$ cat config.mk
export PLATFORM = sky130hd
export DESIGN_NAME = clock_time_ctrl_flat
export DESIGN_NICKNAME = d
export VERILOG_FILES = /design/src/rtl/clock_time_ctrl_if.sv /design/src/rtl/clock_time_ctrl.sv /design/src/flat_wrapper.sv
export SDC_FILE = /design/constraint.sdc
export NUM_CORES = 1
export LEC_CHECK = 0
export ABC_AREA = 1
export CORE_MARGIN = 4
export CORE_UTILIZATION = 40
export CTS_CLUSTER_SIZE = 30
export DETAILED_ROUTE_END_ITERATION = 12
export GPL_TIMING_DRIVEN = 0
export PLACE_DENSITY = 0.62
export SYNTH_ARGS = -nofsm -noshare
export SYNTH_HDL_FRONTEND = slang
export SYNTH_SLANG_ARGS = --single-unit
$ cat constraint.sdc
create_clock -name clk -period 2.8 [get_ports clk]
set_clock_uncertainty 0.05 [all_clocks]
set_input_delay 0.56 -clock clk [delete_from_list [all_inputs] [get_ports clk]]
set_output_delay 0.56 -clock clk [all_outputs]
set_load 0.02 [all_outputs]
$ cat src/rtl/clock_time_ctrl_if.sv
// Button inputs and display-side outputs of the clock timekeeping controller.
// The master drives the buttons; the slave (the controller) drives time, mode and blank flags.
interface clock_time_ctrl_if;
  logic       btn_mode;
  logic       btn_inc;
  logic [8:0] houres;
  logic [5:0] minute;
  logic [5:0] second;
  logic       sec_tick;
  logic [1:0] mode;
  logic       blank_hour;
  logic       blank_min;

  modport master (
    output btn_mode, btn_inc,
    input  houres, minute, second, sec_tick, mode, blank_hour, blank_min
  );

  modport slave (
    input  btn_mode, btn_inc,
    output houres, minute, second, sec_tick, mode, blank_hour, blank_min
  );
endinterface

$ cat src/rtl/clock_time_ctrl.sv
// Timekeeping and run/set-hour/set-minute controller for the 7-segment clock.
// Keeps hh:mm:ss from a prescaler and produces blink flags for the field under edit.
module clock_time_ctrl #(
  parameter int unsigned TICKS_PER_SEC = 50_000_000,
  parameter int unsigned BLINK_TICKS   = 12_500_000
) (
  input  logic             clk,
  input  logic             reset,
  clock_time_ctrl_if.slave bus
);

  localparam int unsigned PW = $clog2(TICKS_PER_SEC);
  localparam int unsigned BW = $clog2(BLINK_TICKS + 1);
  localparam logic [PW-1:0] PRESC_LAST = PW'(TICKS_PER_SEC - 1);
  localparam logic [BW-1:0] BLINK_LAST = BW'(BLINK_TICKS - 1);

  typedef enum logic [1:0] {
    RUN      = 2'd0,
    SET_HOUR = 2'd1,
    SET_MIN  = 2'd2
  } state_t;

  state_t        state_q, state_d;
  logic [PW-1:0] presc_q, presc_d;
  logic [BW-1:0] blink_cnt_q, blink_cnt_d;
  logic          phase_q, phase_d;
  logic [4:0]    hour_q, hour_d;
  logic [5:0]    min_q, min_d;
  logic [5:0]    sec_q, sec_d;
  logic          tick_q, tick_d;
  logic          blank_hour_q, blank_min_q;

  always_comb begin
    state_d     = state_q;
    presc_d     = presc_q;
    blink_cnt_d = blink_cnt_q;
    phase_d     = phase_q;
    hour_d      = hour_q;
    min_d       = min_q;
    sec_d       = sec_q;
    tick_d      = 1'b0;

    case (state_q)
      RUN: begin
        blink_cnt_d = '0;
        phase_d     = 1'b0;
        // A mode press on the terminal prescaler count swallows that second.
        if (bus.btn_mode) begin
          state_d = SET_HOUR;
          presc_d = '0;
        end else if (presc_q == PRESC_LAST) begin
          presc_d = '0;
          tick_d  = 1'b1;
          if (sec_q == 6'd59) begin
            sec_d = '0;
            if (min_q == 6'd59) begin
              min_d  = '0;
              hour_d = (hour_q == 5'd23) ? '0 : hour_q + 5'd1;
            end else begin
              min_d = min_q + 6'd1;
            end
          end else begin
            sec_d = sec_q + 6'd1;
          end
        end else begin
          presc_d = presc_q + 1'b1;
        end
      end

      SET_HOUR: begin
        presc_d = '0;
        if (bus.btn_mode) begin
          state_d = SET_MIN;
        end else if (bus.btn_inc) begin
          hour_d = (hour_q == 5'd23) ? '0 : hour_q + 5'd1;
        end
      end

      SET_MIN: begin
        presc_d = '0;
        if (bus.btn_mode) begin
          state_d = RUN;
          sec_d   = '0;
        end else if (bus.btn_inc) begin
          min_d = (min_q == 6'd59) ? '0 : min_q + 6'd1;
        end
      end

      default: begin
        state_d = RUN;
        presc_d = '0;
      end
    endcase

    // Any button press restarts the blink so the edited field shows at once.
    if (state_q == SET_HOUR || state_q == SET_MIN) begin
      if (bus.btn_mode || bus.btn_inc) begin
        blink_cnt_d = '0;
        phase_d     = 1'b0;
      end else if (blink_cnt_q == BLINK_LAST) begin
        blink_cnt_d = '0;
        phase_d     = ~phase_q;
      end else begin
        blink_cnt_d = blink_cnt_q + 1'b1;
      end
    end
  end

  always_ff @(posedge clk) begin
    if (reset) begin
      state_q      <= RUN;
      presc_q      <= '0;
      blink_cnt_q  <= '0;
      phase_q      <= 1'b0;
      hour_q       <= '0;
      min_q        <= '0;
      sec_q        <= '0;
      tick_q       <= 1'b0;
      blank_hour_q <= 1'b0;
      blank_min_q  <= 1'b0;
    end else begin
      state_q      <= state_d;
      presc_q      <= presc_d;
      blink_cnt_q  <= blink_cnt_d;
      phase_q      <= phase_d;
      hour_q       <= hour_d;
      min_q        <= min_d;
      sec_q        <= sec_d;
      tick_q       <= tick_d;
      blank_hour_q <= phase_d && (state_d == SET_HOUR);
      blank_min_q  <= phase_d && (state_d == SET_MIN);
    end
  end

  assign bus.houres     = {4'b0000, hour_q};
  assign bus.minute     = min_q;
  assign bus.second     = sec_q;
  assign bus.sec_tick   = tick_q;
  assign bus.mode       = state_q;
  assign bus.blank_hour = blank_hour_q;
  assign bus.blank_min  = blank_min_q;

endmodule

$ cat src/flat_wrapper.sv
// flat-port wrapper written by rule: the top's interface ports become plain ports
module clock_time_ctrl_flat 
#(
  parameter int unsigned TICKS_PER_SEC = 50_000_000,
  parameter int unsigned BLINK_TICKS   = 12_500_000
)
  (clk, reset, bus_btn_mode, bus_btn_inc, bus_houres, bus_minute, bus_second, bus_sec_tick, bus_mode, bus_blank_hour, bus_blank_min);
  clock_time_ctrl_if bus_i ();
  input  logic clk;
  input  logic reset;
  input wire logic [$bits(bus_i.btn_mode)-1:0] bus_btn_mode;
  input wire logic [$bits(bus_i.btn_inc)-1:0] bus_btn_inc;
  output wire logic [$bits(bus_i.houres)-1:0] bus_houres;
  output wire logic [$bits(bus_i.minute)-1:0] bus_minute;
  output wire logic [$bits(bus_i.second)-1:0] bus_second;
  output wire logic [$bits(bus_i.sec_tick)-1:0] bus_sec_tick;
  output wire logic [$bits(bus_i.mode)-1:0] bus_mode;
  output wire logic [$bits(bus_i.blank_hour)-1:0] bus_blank_hour;
  output wire logic [$bits(bus_i.blank_min)-1:0] bus_blank_min;
  assign bus_i.btn_mode = bus_btn_mode;
  assign bus_i.btn_inc = bus_btn_inc;
  assign bus_houres = bus_i.houres;
  assign bus_minute = bus_i.minute;
  assign bus_second = bus_i.second;
  assign bus_sec_tick = bus_i.sec_tick;
  assign bus_mode = bus_i.mode;
  assign bus_blank_hour = bus_i.blank_hour;
  assign bus_blank_min = bus_i.blank_min;
  clock_time_ctrl #(.TICKS_PER_SEC(TICKS_PER_SEC), .BLINK_TICKS(BLINK_TICKS)) u_core (.clk(clk), .reset(reset), .bus(bus_i));
endmodule
== Word-level counts from Yosys, hierarchy flattened ==
Cells that the tools add are included.

* Register bits: 73
* ROM bits: 0
* Output and inout port bits: 26
* RAM bits: 0
* Logic and storage cells: 81
* Bits in latches: 0
* Memories kept: 0

* Add/sub/neg operators: 5
* Div/mod/pow operators: 0
* Reduce and logical (&&, ||, !) cells: 13
* Multipliers: 0
* Equal/unequal tests: 18
* Bitwise gates (word level): 2
* Shift-type cells: 0
* Magnitude comparators: 0
* Muxes and demuxes: 33

{| class="wikitable"
|+ Operators by type and width
! cell !! number
|-
| 2-to-1 mux 24 bit || 4
|-
| 2-to-1 mux 6 bit || 10
|-
| 2-to-1 mux 5 bit || 7
|-
| adder 26 x 1 -> 26 bit, second input constant || 1
|-
| equality test 26 bit, second input constant || 1
|-
| adder 24 x 1 -> 24 bit, second input constant || 1
|-
| equality test 24 bit, second input constant || 1
|-
| one-hot mux 6 bit (2 select lines) || 2
|-
| adder 6 x 1 -> 6 bit, second input constant || 2
|-
| equality test 6 bit, second input constant || 2
|-
| inequality test 2 bit, second input constant || 6
|-
| one-hot mux 5 bit (2 select lines) || 1
|-
| AND reduction 7 bit || 1
|-
| 2-to-1 mux 2 bit || 3
|-
| inequality test 2 x 1 -> 1 bit, second input constant || 3
|-
| one-hot mux 2 bit (3 select lines) || 1
|-
| AND reduction 6 bit || 1
|-
| nonzero test 2 bit || 3
|-
| adder 5 x 1 -> 5 bit, second input constant || 1
|-
| equality test 5 bit, second input constant || 1
|-
| 2-to-1 mux 1 bit || 5
|-
| equality test 2 x 1 -> 1 bit, second input constant || 2
|-
| equality test 2 bit, second input constant || 2
|-
| AND reduction 4 bit || 1
|-
| other kinds (6) || 9
|}

== Logic depth before layout (Yosys ltp) ==
Gate-level depths: netlist (run 1).

* Depth after elaboration: 7
* Mapped depth: 11
* Mapped depth without buffers: 10

== Worst setup path before layout (run 1) ==
Ideal clock, no wire load.

* Kind: reg2reg
* Start point: register u_core.state_q[0], in the netlist u_core.bus.mode[0]
* End point: register u_core.min_q[4], in the netlist u_core.bus.minute[4]
* Cell stages (with the launch flop): 11
* Data arrival time: 1558 ps
* Setup time: 116 ps
* Setup slack: 1076 ps
* Cell sequence: dfxtp_1 inv_1 ha_1 buf_2 inv_1 a21oi_1 a21oi_1 buf_2 nand3_1 nand2_1 nor2_1

* Cells in the longest elaborated chain, start to end: 3
* Elaborated cells between the ends (all ways): 10
* Those cells by class: eq/ne: 6; mux: 1; reduce/logical: 3

{| class="wikitable"
|+ RTL lines
! element !! RTL line !! source
|-
| start: declaration || clock_time_ctrl.sv:23 || <nowiki>state_t state_q, state_d;</nowiki>
|-
| start signal: assignment || clock_time_ctrl.sv:122 || <nowiki>state_q <= state_d;</nowiki>
|-
| equality test 2 bit or logical NOT 2 bit (tied branches) || clock_time_ctrl.sv:43 || <nowiki>case (state_q)</nowiki>
|-
| inequality test 2 bit (no line), or another cell as far along || - ||
|-
| AND reduction 6 bit (no line) || - ||
|-
| end signal: assignment || clock_time_ctrl.sv:127 || <nowiki>min_q <= min_d;</nowiki>
|-
| end: declaration || clock_time_ctrl.sv:28 || <nowiki>logic [5:0] min_q, min_d;</nowiki>
|}

Several ways; a longest one is shown, not always the timed one.
A chain may end at the register's enable or synchronous reset.

== Worst setup path after layout (run 1) ==
* Start point: register u_core.hour_q[2]
* End point: output bus_houres[2]

{| class="wikitable"
|+ RTL lines
! element !! RTL line !! source
|-
| start: declaration || clock_time_ctrl.sv:27 || <nowiki>logic [4:0] hour_q, hour_d;</nowiki>
|-
| start signal: assignment || clock_time_ctrl.sv:126 || <nowiki>hour_q <= hour_d;</nowiki>
|-
| end: declaration || flat_wrapper.sv:13 || <nowiki>output wire logic [$bits(bus_i.houres)-1:0] bus_houres;</nowiki>
|}

No word-level cell between the ends.

==> flow_metrics.tcl, run 1 <==
set metrics [dict create \
    first_global_vias 3648 \
    synth.avg_cell_area_sq_um 6.65 \
    finalHoldViolCount 0 \
    cts_tree "yes" \
    die_area_sq_um 12200 \
    grt_overflow 0 \
    rsz0062_at_grt "false" \
    dr.pass1.iters 4 \
    drc 0 \
    cts_buffer_depth 2 \
    ant_nets 0 \
    crit_arrival_ps 1470 \
    rows 37 \
    fmax_ghz 0.481 \
    relSlewSlack 0.628 \
    drtIter0Drc 206 \
    grt_usage 0.170 \
    place.gp.congestion 0.909 \
    cts.sinks 73 \
    critPathMaxStageDelay_ps 650 \
    area_delta_synth_final_pct 14.3 \
    yosysWarningCount 0 \
    maxCapViolations 0 \
    grt_max_degree 12 \
    crit_path_top_delay_cell "clkdlybuf4s50_1" \
    fin_setup_tns_ps 0 \
    dpl-instance-area_sq_um 4610 \
    grt_pass1_wl_um 16500 \
    powerDensity_nw_per_um2 459 \
    cts.clk_slew.worst_paths_ps 80 \
    post-dp-hpwl_um 7270 \
    cts_resized 0 \
    ys_top_cells_by_area "dfxtp_1 (35%), nand2_1 (15%), nand3_1 (7.0%)" \
    start_kind "flip-flop" \
    synth.largest_area_cell "dfxtp_1" \
    antenna_found_initial 0 \
    path_delay_family "buffers and inverters" \
    report.final.slew_viol_count 0 \
    async_reset_ff_frac 0 \
    cp.required_ps 2190 \
    clock_latency_ps 350 \
    ir_drop_uv 221 \
    yosysMostFrequentCell "nand2_1" \
    end_kind "primary output" \
    vias 4032 \
    portBuffers 24 \
    synth_cell_types 40 \
    core_sq_um 10300 \
    ys.flop_type "dfxtp_1" \
    diodes 0 \
    ys_seq_elements 73 \
    crit_buf_inv 1 \
    cts_hold_buf 0 \
    fin_util 0.466 \
    worstPathCellList "clkdlybuf4s50_1" \
    worst_pin_slew_ps 559 \
    die_y_um 110 \
    synth_area_sq_um 4190 \
    drt-total-wl_um 9800 \
    htree_levels 3 \
    ys_top_cells_by_count "nand2_1 (166), nor2_1 (77), dfxtp_1 (73)" \
    layout-drive-gt1-share 0.0908 \
    wl_per_cell_um 12.1 \
    status "finished clean" \
    cts_made_buffers 9 \
    path_class "reg2out" \
    fin_cells 808 \
    vias_per_cell 4.99 \
    nets 681 \
    synth_edf_count 0 \
    cts_setup_buffers 0 \
    netlist.area_leader.share 0.349 \
    finalCritPeriodShare 0.742 \
    stdcell_area_sq_um 4790 \
    min-delay-path-class "reg2reg" \
    cellLeakagePower_nw 1.71 \
    die_x_um 110 \
    cts-root-buf "clkbuf_8" \
    syn_inst 630 \
    pin_count 30 \
    finalSetupViolations 0 \
    crit_fanout 7 \
    yosysSeqAreaShare 0.349 \
    place_inst 793 \
    period_needed_ps 2080 \
    start_util 0.408 \
]
-- layer usage --
layer  up-vias  part of all wire  GRT usage
met5         -                 0          0
met4         0             0.014     0.0580
met3        14             0.034     0.0355
met2        75              0.47      0.282
met1      1849              0.48      0.220
li1       2094                 -          -
-- area by class of cell --
class | instances | area, sq um
flip-flops and latches | 73 | 1460
inverters | 63 | 236
clock inverters | 4 | 45.0
repair buffers | 24 | 240
multi-input cells | 478 | 2370
clock buffers | 11 | 131
fillers | 1074 | 5490
well taps | 136 | 170
plain buffers | 19 | 138
-- logic make-up after synthesis --
group                      after synthesis  synth area share
and+or+nand+nor                        368             0.393
buffers and inverters                   82            0.0893
DFF                                     73             0.349
xor gates and xnor gates                20            0.0418
other                                    1          0.000895
AOI/OAI and AO/OA                       77            0.0997
adders and majority gates                9            0.0269
-- stage by stage --
| step | total power, W | setup slack, ps | hold slack, ps |
|---|---|---|---|
| finish | 0.00220 | 722 | 398 |
| global route | 0.00231 | 653 | 441 |
| CTS | 0.00223 | 690 | 402 |
| detailed placement | 0.00143 | 625 | 385 |
| global placement | 0.00143 | 620 | 378 |
| floorplan | 0.00133 | 1080 | 368 |
-- sequential cells by signal, summed over array words and instances (netlist names) --
signal	cells
u_core.phase_q	1
u_core.bus.mode	2
u_core.bus.blank_min	1
u_core.bus.blank_hour	1
u_core.bus.sec_tick	1
u_core.bus.minute	6
u_core.presc_q	26
u_core.bus.second	6
u_core.hour_q	5
u_core.blink_cnt_q	24
-- path summary, 6_finish.rpt --
path / endpoint / slack [ps] / cells past startpoint / start
max: bus_houres[2] / 720 / 1 / u_core.hour_q[2]
min: u_core.presc_q[0] / 400 / 1 / u_core.presc_q[0]
max reg2reg: u_core.bus.blank_min / 880 / 8 / u_core.bus.mode[0]
min reg2reg: u_core.presc_q[0] / 400 / 1 / u_core.presc_q[0]
-- report_power, final --
group	switching [W]	leakage (nW)	internal, W	total, W
sequential	0.0000318	0.589	0.00106	0.00109
combinational	0.000191	1.03	0.000122	0.000313
clock	0.000389	0.0929	0.000403	0.000793
total	0.000612	1.71	0.00159	0.00220
-- layout by cell type, fill, tap and decap left out, types with 2 or more instances in the layout --
| master | count |
|---|---|
| nand2_1 | 166 |
| nor2_1 | 77 |
| dfxtp_1 | 73 |
| inv_1 | 62 |
| nand3_1 | 59 |
| a21oi_1 | 52 |
| clkdlybuf4s50_1 | 24 |
| nor3_1 | 22 |
| o21ai_0 | 16 |
| xor2_1 | 13 |
| clkbuf_8 | 10 |
| ha_1 | 9 |
| nand4_1 | 8 |
| nor2_2 | 7 |
| xnor2_1 | 7 |
| or2_2 | 7 |
| buf_2 | 5 |
| clkbuf_1 | 5 |
| nand2_2 | 5 |
| nand3b_1 | 4 |
| nand3_2 | 4 |
| buf_4 | 4 |
| conb_1 | 4 |
| buf_6 | 3 |
| a21oi_2 | 3 |
| clkinv_2 | 3 |
| nor2_4 | 2 |
| or2_0 | 2 |
| nor3b_1 | 2 |
Note: power is estimated with default switching activity, not from simulation.
==> run 2, diff against run 1 <==
--- a/config.mk
+++ b/config.mk
@@ -11,7 +11,7 @@
 export CTS_CLUSTER_SIZE = 30
 export DETAILED_ROUTE_END_ITERATION = 12
 export GPL_TIMING_DRIVEN = 0
-export PLACE_DENSITY = 0.62
+export PLACE_DENSITY = 0.64
 export SYNTH_ARGS = -nofsm -noshare
 export SYNTH_HDL_FRONTEND = slang
 export SYNTH_SLANG_ARGS = --single-unit
==> constraint.sdc (replaced) <==
create_clock -name clk -period 1.8 [get_ports clk]
set_clock_uncertainty 0.05 [all_clocks]
set_input_delay 0.36 -clock clk [delete_from_list [all_inputs] [get_ports clk]]
set_output_delay 0.36 -clock clk [all_outputs]
set_load 0.02 [all_outputs]
==> run 2 against run 1 <==
Net effect:
- hold slack got worse by 23 ps
- utilization up 2.4 points
- register-to-register slack got worse by 800 ps
- critical path depth unchanged
- via count increased by 0.97%
- final area up 5.2%
- non-clock buffer count grew 6
- critical endpoint is now bus_blank_hour
- wire length is 2.7% higher
- sequential cell count unchanged
- first-iteration DRC count up 0.49%
==> flow_metrics.tcl, run 2 (synthesis results as in run 1) <==
set metrics [dict create \
    cts-root-buf "clkbuf_8" \
    min_to "u_core.presc_q[0]" \
    grt_usage 0.173 \
    layout-drive-gt1-share 0.140 \
    drt-total-wl_um 10100 \
    vias_per_cell 5.00 \
    vias 4071 \
    maxCapViolations 0 \
    sw_frac_of_total 0.271 \
    multi_input_area_sq_um 2480 \
    pin_count 30 \
    period_needed_ps 1730 \
    final_common_cell "nand2_1" \
    fmax_ghz 0.578 \
    seq_power_share 0.456 \
    path_class "reg2out" \
    core_sq_um 10300 \
    crit_arrival_ps 1320 \
    die_x_um 110 \
    busiest_layer "met2" \
    cts_hold_buf 0 \
    portBuffers 24 \
    critPathMaxStageDelay_ps 610 \
    top_register "u_core.presc_q" \
    fin_setup_tns_ps 0 \
    finalHoldViolCount 0 \
    place_ws_ps -158 \
    cts_tree "yes" \
    clock_latency_ps 360 \
    cellLeakagePower_nw 1.97 \
    die_area_sq_um 12200 \
    finalHoldWorstSlack_ps 375 \
    nets 687 \
    min-delay-path-class "reg2reg" \
    post-dp-hpwl_um 7250 \
    grt_overflow 0 \
    crit_path_top_delay_cell "clkdlybuf4s50_1" \
    use_met1 0.218 \
    r2r_start "u_core.bus.mode[0]" \
    finalCritPeriodShare 0.961 \
    end_kind "primary output" \
    antenna_found_initial 0 \
    htree_levels 3 \
    hold_depth 1 \
    r2r-end "u_core.bus.minute[0]" \
    finalSetupViolations 0 \
    cts_buffer_depth 2 \
    powerDensity_nw_per_um2 741 \
    wl_per_cell_um 12.3 \
    first_global_vias 3791 \
    final_cell_mix "nand2_1 (163), nor2_1 (70), dfxtp_1 (67), inv_1 (60), nand3_1 (56)" \
    diodes 0 \
    dpl-instance-area_sq_um 4610 \
    grt_pass1_wl_um 16700 \
    cp.required_ps 1390 \
    drtIter0Drc 207 \
    worstPathCellList "clkdlybuf4s50_1" \
    cts.sinks 73 \
    grt_max_degree 13 \
    cts_made_buffers 9 \
    crit_fanout 1 \
    r2r.worst_path.cells 9 \
    status "finished clean" \
    start_kind "flip-flop" \
    die_y_um 110 \
    p_int_w 0.00272 \
    rows 37 \
    hold_start "u_core.presc_q[0]" \
    largest_reg_flops 26 \
    place.gp.congestion 0.945 \
    layout_setup_ws_ps 69.7 \
    reg_top3 "u_core.presc_q: 26 flops, u_core.blink_cnt_q: 24 flops" \
    ir_drop_uv 434 \
    report.final.slew_viol_count 0 \
    area_delta_synth_final_pct 20.2 \
    p_comb_frac 0.144 \
    setup.worst_path.start "u_core.bus.blank_hour" \
    grt_util_met2 0.295 \
    p_total_w 0.00373 \
    start_util 0.408 \
    switchingPower_w 0.00101 \
    r2r_setup_slack_ps 80 \
    stdcell_area_sq_um 5040 \
    crit_buf_inv 1 \
    cts.clk_slew.worst_paths_ps 80 \
    ant_nets 0 \
    drc 0 \
    met3_usage 0.0285 \
    dr.pass1.iters 5 \
    register_area_sq_um 1470 \
    pwr-share-clk 0.400 \
    path_delay_family "buffers and inverters" \
    nFillCells 1043 \
]
run 2: cell types whose count changed in the layout (fill, tap and decap cells not counted), sizes merged:
cell           before  now
clkdlybuf4s50      24    5
clkinvlp            0    1
bufinv              1    2
dlygate4sd2         0   12
clkbuf             16   17
clkinv              3    2
dlymetal6s2s        0    7
buf                14   19
run 2: power by group through the flow:
stage | clock, W | combinational (W) | sequential (W)
global placement | 0 | 0.000482 | 0.00174
detailed placement | 0 | 0.000489 | 0.00174
global route | 0.00159 | 0.000597 | 0.00171
floorplan | 0 | 0.000308 | 0.00177
CTS | 0.00152 | 0.000505 | 0.00170
finish | 0.00149 | 0.000539 | 0.00170
run 2: stage by stage:
stage	std cells	util
final	815	0.490
after global routing	815	0.490
after CTS	810	0.475
after detailed placement	793	0.449
after global placement	793	0.449
after floorplan	633	-
run 2: routing by layer:
layer	share of wire	vias to the layer above
li1	-	2120
met1	0.48	1876
met2	0.47	61
met3	0.029	14
met4	0.018	0
met5	0	-
run 2: worst max-delay path by stage:
stage                             to  slack (ps)  cells past startpoint
6_report              bus_blank_hour          70                      1
3_3_place_gp        u_core.hour_q[0]        -140                      6
4_1_cts        u_core.bus.blank_hour         -10                      9
5_1_grt           u_core.presc_q[22]         -30                      8
2_1_floorplan   u_core.bus.minute[4]          80                     10
3_5_place_dp        u_core.hour_q[1]        -160                      6
run 2: cell type report:
| class | instances | area share |
|---|---|---|
| buffer | 19 | 0.0296 |
| clock buffer | 11 | 0.0300 |
| multi-input combinational | 478 | 0.492 |
| tap | 136 | 0.0338 |
| sequential | 73 | 0.292 |
| clock inverter | 5 | 0.0154 |
| timing repair buffer | 30 | 0.0596 |
| inverter | 63 | 0.0474 |
run 2: what timing repair did:
action                                  in CTS  in global routing
setup buffers                                1                  4
pin swaps                                    1                  5
resized for setup                           24                 40
cloned                                       0                  1
endpoints found under the setup margin      75                 73
